--- config.mk ---
export PLATFORM = sky130hd
export DESIGN_NAME = tiny_accumulator
export DESIGN_NICKNAME = d
export VERILOG_FILES = /design/src/rtl/tiny_accumulator.sv
export SDC_FILE = /design/constraint.sdc
export NUM_CORES = 1
export LEC_CHECK = 0
export ABC_AREA = 1
export BUFFER_PORTS_ARGS = -buffer_cell sky130_fd_sc_hd__buf_2
export CORE_AREA = 2 2 77 79
export CTS_CLUSTER_DIAMETER = 120
export DETAILED_ROUTE_END_ITERATION = 10
export DIE_AREA = 0 0 79 81
export PLACE_DENSITY = 0.78
export SLEW_MARGIN = 20
export SYNTH_ARGS = -nofsm -noshare
export SYNTH_HDL_FRONTEND = slang
export SYNTH_SLANG_ARGS = --single-unit
--- constraint.sdc ---
create_clock -name CLK -period 2.45 [get_ports CLK]
set_input_delay 0.49 -clock CLK [delete_from_list [all_inputs] [get_ports CLK]]
set_output_delay 0.49 -clock CLK [all_outputs]
set_load 0.02 [all_outputs]
--- src/rtl/tiny_accumulator.sv ---
// tiny_accumulator: debounced-button hex accumulator with add/subtract, a sticky
// carry/borrow flag and a multi-digit 7-segment display of the running value.
module tiny_accumulator #(
    parameter int DIGITS          = 2,
    parameter int IN_W            = 4,
    parameter int DEBOUNCE_CYCLES = 16000
) (
    input  logic                CLK,
    input  logic                RST,
    input  logic [IN_W-1:0]     OPERAND,
    input  logic                EXEC_BTN,
    input  logic                CLR_BTN,
    input  logic                SUB,
    output logic [7*DIGITS-1:0] SEG,
    output logic                LED,
    output logic                OVF
);
    localparam int ACC_W  = 4 * DIGITS;
    localparam int SYNC_W = IN_W + 3;
    localparam int CNT_W  = $clog2(DEBOUNCE_CYCLES + 1);
    localparam logic [CNT_W-1:0] CNT_LAST = CNT_W'(DEBOUNCE_CYCLES - 1);
    localparam int BTN_EXEC = 0;
    localparam int BTN_CLR  = 1;

    typedef enum logic {
        ST_EMPTY = 1'b0,
        ST_RUN   = 1'b1
    } state_t;

    function automatic logic [6:0] hex_to_seg(input logic [3:0] nib);
        logic [6:0] seg;
        case (nib)
            4'h0: seg = 7'h3F;
            4'h1: seg = 7'h06;
            4'h2: seg = 7'h5B;
            4'h3: seg = 7'h4F;
            4'h4: seg = 7'h66;
            4'h5: seg = 7'h6D;
            4'h6: seg = 7'h7D;
            4'h7: seg = 7'h07;
            4'h8: seg = 7'h7F;
            4'h9: seg = 7'h67;
            4'hA: seg = 7'h77;
            4'hB: seg = 7'h7C;
            4'hC: seg = 7'h39;
            4'hD: seg = 7'h5E;
            4'hE: seg = 7'h79;
            default: seg = 7'h71;
        endcase
        return seg;
    endfunction

    logic [SYNC_W-1:0]     sync1_d, sync1_q;
    logic [SYNC_W-1:0]     sync2_d, sync2_q;
    logic [IN_W-1:0]       opnd_s;
    logic                  sub_s;
    logic [1:0]            btn_s;
    logic [1:0][CNT_W-1:0] cnt_d, cnt_q;
    logic [1:0]            lvl_d, lvl_q;
    logic [1:0]            pulse_d, pulse_q;
    logic                  exec_p, clr_p;
    state_t                state_d, state_q;
    logic [ACC_W-1:0]      acc_d, acc_q;
    logic                  ovf_d, ovf_q;
    logic [ACC_W:0]        opnd_ext, add_full, sub_full;

    // Two-flop synchroniser for every asynchronous input.
    always_comb begin
        sync1_d = {SUB, CLR_BTN, EXEC_BTN, OPERAND};
        sync2_d = sync1_q;
    end

    always_comb begin
        opnd_s           = sync2_q[IN_W-1:0];
        btn_s[BTN_EXEC]  = sync2_q[IN_W];
        btn_s[BTN_CLR]   = sync2_q[IN_W+1];
        sub_s            = sync2_q[IN_W+2];
    end

    // Accepted level flips only after DEBOUNCE_CYCLES consecutive differing
    // cycles; the registered pulse marks a 0->1 acceptance.
    always_comb begin
        for (int i = 0; i < 2; i++) begin
            lvl_d[i] = lvl_q[i];
            cnt_d[i] = '0;
            if (btn_s[i] != lvl_q[i]) begin
                if (cnt_q[i] == CNT_LAST) begin
                    lvl_d[i] = ~lvl_q[i];
                end else begin
                    cnt_d[i] = cnt_q[i] + CNT_W'(1);
                end
            end
            pulse_d[i] = lvl_d[i] & ~lvl_q[i];
        end
    end

    always_comb begin
        exec_p = pulse_q[BTN_EXEC];
        clr_p  = pulse_q[BTN_CLR];
    end

    always_ff @(posedge CLK or posedge RST) begin
        if (RST) begin
            sync1_q <= '0;
            sync2_q <= '0;
            cnt_q   <= '0;
            lvl_q   <= '0;
            pulse_q <= '0;
        end else begin
            sync1_q <= sync1_d;
            sync2_q <= sync2_d;
            cnt_q   <= cnt_d;
            lvl_q   <= lvl_d;
            pulse_q <= pulse_d;
        end
    end

    // State register.
    always_ff @(posedge CLK or posedge RST) begin
        if (RST) begin
            state_q <= ST_EMPTY;
        end else begin
            state_q <= state_d;
        end
    end

    // Next state: clear wins over a coincident execute.
    always_comb begin
        state_d = state_q;
        if (clr_p) begin
            state_d = ST_EMPTY;
        end else if (exec_p) begin
            state_d = ST_RUN;
        end
    end

    always_comb begin
        LED = (state_q == ST_RUN);
        OVF = ovf_q;
    end

    // One extra bit on the operands exposes carry-out and borrow directly.
    always_comb begin
        opnd_ext            = '0;
        opnd_ext[IN_W-1:0]  = opnd_s;
        add_full            = {1'b0, acc_q} + opnd_ext;
        sub_full            = {1'b0, acc_q} - opnd_ext;
    end

    always_comb begin
        acc_d = acc_q;
        ovf_d = ovf_q;
        if (clr_p) begin
            acc_d = '0;
            ovf_d = 1'b0;
        end else if (exec_p) begin
            if (state_q == ST_EMPTY) begin
                acc_d = opnd_ext[ACC_W-1:0];
                ovf_d = 1'b0;
            end else if (sub_s) begin
                acc_d = sub_full[ACC_W-1:0];
                ovf_d = ovf_q | sub_full[ACC_W];
            end else begin
                acc_d = add_full[ACC_W-1:0];
                ovf_d = ovf_q | add_full[ACC_W];
            end
        end
    end

    always_ff @(posedge CLK or posedge RST) begin
        if (RST) begin
            acc_q <= '0;
            ovf_q <= 1'b0;
        end else begin
            acc_q <= acc_d;
            ovf_q <= ovf_d;
        end
    end

    always_comb begin
        SEG = '0;
        for (int k = 0; k < DIGITS; k++) begin
            SEG[7*k +: 7] = hex_to_seg(acc_q[4*k +: 4]);
        end
    end

endmodule
## After elaboration in Yosys (flattened, before gate mapping)

Memory sizes are Yosys's and may differ from the RTL's.
Cells that the tools add are included.

- Flip-flop bits (word level): 56
- Bits in latches: 0
- Bits in writable memories: 0
- Bits in read-only memories: 224
- Input bits: 9
- Output and inout port bits: 16
- Memories kept: 2

Memory list:

| name | depth | width | read ports | clocked after Yosys merged registers in | write ports | line | RTL |
|---|---|---|---|---|---|---|---|
| (no name shown) | 16 | 7 | 1 | 0 | 0 | 32 | `case (nib)` |
| (no name shown) | 16 | 7 | 1 | 0 | 0 | 32 |  |

- Add/sub/neg operators: 4
- $mul: 0
- Div/mod/pow operators: 0
- $lt $le $gt $ge: 0
- Equal/unequal tests: 4
- Shift operators: 0
- Muxes and demuxes: 18
- Bitwise logic cells: 6
- Reduce and logical (&&, ||, !) cells: 1

Operators with widths:

| cell | number |
|---|---|
| $mux 14 | 4 |
| $mux 8 | 4 |
| $add 14x1->14 const B | 2 |
| $eq 14x14->1 const B | 2 |
| $mux 1 | 10 |
| $add 8x4->9 | 1 |
| $sub 8x4->9 | 1 |
| $and 1x1->1 | 2 |
| $ne 1x1->1 | 2 |
| $not 1->1 | 2 |
| $or 1x1->1 | 2 |
| $reduce_bool 2->1 | 1 |

## Logic depth before layout (Yosys ltp)

- Depth in word-level cells: 6
- Mapped depth: 12

## Worst setup path before layout

OpenSTA, ideal clock, no wires.

- Kind: reg2out
- From: register acc_q[1]
- To: output port SEG[3]
- Arrival: 1.591 ns
- Required time: 1.960 ns
- Path slack: 0.369 ns
- Stages on the path, launching flop included: 5
- Path buffers: 0
- Cell sequence: dfrtp_1 inv_1 ha_1 or2_2 a31oi_1

- Cells in the longest elaborated chain, start to end: 1

Ends and longest elaborated chain:

| item | line | RTL |
|---|---|---|
| start, declared | 63 | `logic [ACC_W-1:0] acc_d, acc_q;` |
| start signal, assigned | 172 | `acc_q <= '0;` |
| start signal, assigned | 175 | `acc_q <= acc_d;` |
| $mem_v2 16x7 | - |  |
| end, declared | 14 | `output logic [7*DIGITS-1:0] SEG,` |

Every way passes these cells.

## Worst setup path in the final report

- From: register acc_q[0]
- To: output port SEG[3]

The elaborated chain is that of the path after synthesis.

==> flow_summary.yaml <==
run_status:
  status: "finished, final reports clean"
synthesis:
  seq_area_frac_synth: 0.434
  synth_cells: 399
  yosys.cell_types.count: 29
  synth_area_leader_cell: "dfrtp_1"
  synth.avg_cell_area_um2: 8.10
  yosysTopAreaCellShare: 0.434
  synth_area_mm2: 0.00323
  syn-num-nets: 434
  yosys_warnings: 0
  ys_ff_latch: 56
  netlist_top_cells_area: "dfrtp_1, nand2_1, ha_1"
power:
  power.leakage_nw: 1.78
  p_per_area_mw_per_mm2: 430
  p_int_mw: 1.17
  power_frac_seq: 0.627
  max-vdd-ir-drop_mv: 0.407
  clkPwrFrac: 0.320
  pwr-share-comb: 0.054
  switching_share: 0.232
  switching_power_mw: 0.354
critical_path:
  crit_type: "flop to output port"
  arrival_ns: 1.82
  worstSetupEndpointType: "output port"
  crit_path_max_fanout: 6
  required_ns: 1.96
  crit_path_start_kind: "flop"
detailed_routing:
  drcViolationCount: 0
  drt_iter0_drc: 96
  vias: 2527
  post_drt_wl_per_cell_um: 11.7
  first_pass_iters: 4
  via_per_inst: 4.99
  detail-route-antenna-nets: 0
  routed_wl_um: 5920
sta:
  finalSetupTns_ns: 0
  setup_viol: 0
  timing.hold.ws_ns: 0.195
  rsz0062_at_grt: "no"
  period_share: 0.945
  slew_headroom: 0.673
  finalWorstPathRequiredPeriod_ns: 2.31
  max_freq_ghz: 0.432
  finalHoldViolCount: 0
  fin_skew_ns: 0.00826
  tightest_slew_ns: 0.490
  finalMaxSlewViolations: 0
  setup_ws_ns: 0.136
cells_and_area:
  drive_above_1_share: 0.132
  antennaDiodeCount: 0
  area_growth_pct: 9.91
  fin_nets: 465
clock_tree:
  cts_tree: "done"
  cts_sinks: 56
  ctsLongestPathBuffers: 2
  clk-insertion-delay-late_ns: 0.31
  h-tree-depth: 2
  cts_root_buf: "clkbuf_8"
  path_clk_slew_ns: 0.10
  ctsHoldBuffers: 0
  cts_buffers: 5
place:
  dp_slack_ns: 0.304
  gp_congestion: 0.830
  hpwl_um: 4480
  portBuffers: 24
global_routing:
  grt_max_degree: 26
  antenna_found_initial: 0
  grt_first_pass_wirelength_um: 10400
  grt_overflow: 0
  grt_pass1_vias: 2497
  grt_use_total: 0.204
floorplanning:
  rows: 28
  dieArea_mm2: 0.00640
  die_w_um: 79
  core_mm2: 0.00568
  num_io_pins: 25
  die_y_um: 81
  start_util: 0.569
worst_hold_path:
  hp-class: "input pin to asynchronous set/reset pin"
flow_run:
  maxCapViolCount: 0
[synth_stat cells]
library cell	instances
inv_1	49
o21ai_4	1
nor3_4	1
nand4_1	1
nand2_1	93
nand3_2	3
and3_1	2
inv_2	3
o21ai_0	23
nor3b_1	4
fa_1	2
nor3_2	1
or2_2	2
xnor2_1	3
xor2_1	12
a31oi_1	3
ha_1	24
nand3b_1	2
dfrtp_1	56
nor3_1	8
nor2_2	3
o211ai_1	4
a21oi_1	19
nand2_2	2
clkbuf_1	1
nand3_1	23
nor2_1	49
nor3b_2	1
buf_2	4
[final timing paths]
kind	startpoint	to	slack, ns	depth (start not counted)
hold reg to reg	sync1_q[4]	sync2_q[4]	0.35	0
setup reg to reg	acc_q[0]	acc_q[2]	0.45	10
setup / recovery	acc_q[0]	SEG[3]	0.14	5
max in group asynchronous	RST	acc_q[0]	1.62	3
hold / removal	RST	cnt_q[25]	0.19	2
min in group CLK	SUB	sync1_q[6]	0.28	1
[placed cells by master, fill, tap and decap left out, drive strengths merged, types with 10 or more instances in the layout]
master	synthesis	routed
a21oi	19	19
buf	4	29
dfrtp	56	56
ha	24	24
inv	52	52
nand2	95	95
nand3	26	26
nor2	52	52
nor3	10	10
o21ai	24	24
xor2	12	12
[per-layer routing]
metal | vias up | global-route usage | share of wire
met5 | - | 0 | 0
met4 | 0 | 0.0603 | 0.013
met3 | 7 | 0.0333 | 0.030
met2 | 45 | 0.374 | 0.49
met1 | 1155 | 0.247 | 0.47
li1 | 1320 | - | -
[power groups by stage]
stage	sequential [mW]	clock [mW]	combinational (mW)
6_report	0.958	0.488	0.0825
5_1_grt	0.961	0.552	0.0985
4_1_cts	0.958	0.517	0.0848
3_5_place_dp	0.976	0	0.0847
3_3_place_gp	0.975	0	0.0820
2_1_floorplan	0.970	0	0.0623
[through the flow]
stage / total power, mW / instances / util / instance area (µm²)
finish: 1.53 / 506 / 0.626 / 3550
global route: 1.61 / 506 / 0.626 / 3550
CTS: 1.56 / 504 / 0.623 / 3530
detailed placement: 1.06 / 496 / 0.607 / 3440
global placement: 1.06 / 496 / 0.607 / 3440
floorplan: 1.03 / 399 / - / 3230
[cells by family after synthesis]
group,synth area share
compound gates,0.0852
xor+xnor,0.0407
fa+ha+maj,0.105
buf+inv,0.0678
flops,0.434
simple gates,0.268
[repair_timing]
action	4_1_cts	5_1_grt
pin swaps	0	0
gates cloned	0	0
endpoints found under the hold margin	0	0
buffers inserted	0	2
resized for setup	1	3
setup endpoints to repair	1	3
[critical path: stages (launching register included)]
cell	delay [ns]
dfrtp_2	0.45
inv_1	0.17
ha_1	0.27
or2_2	0.27
a31oi_1	0.17
buf_2	0.19
[state kept, by name, summed over array words and instances (netlist names)]
signal / count
LED: 1
OVF: 1
acc_q: 8
cnt_q: 28
lvl_q: 2
pulse_q: 2
sync1_q: 7
sync2_q: 7
[final cells by class]
type	instances	area, µm²
Clock buffer	6	72.6
Clock inverter	2	16.3
Fill cell	500	2120
Inverter	52	195
Multi-Input combinational cell	286	1610
Sequential cell	56	1410
Tap cell	75	93.8
Timing Repair Buffer	29	158
Note: power is estimated with default switching activity, not from simulation.
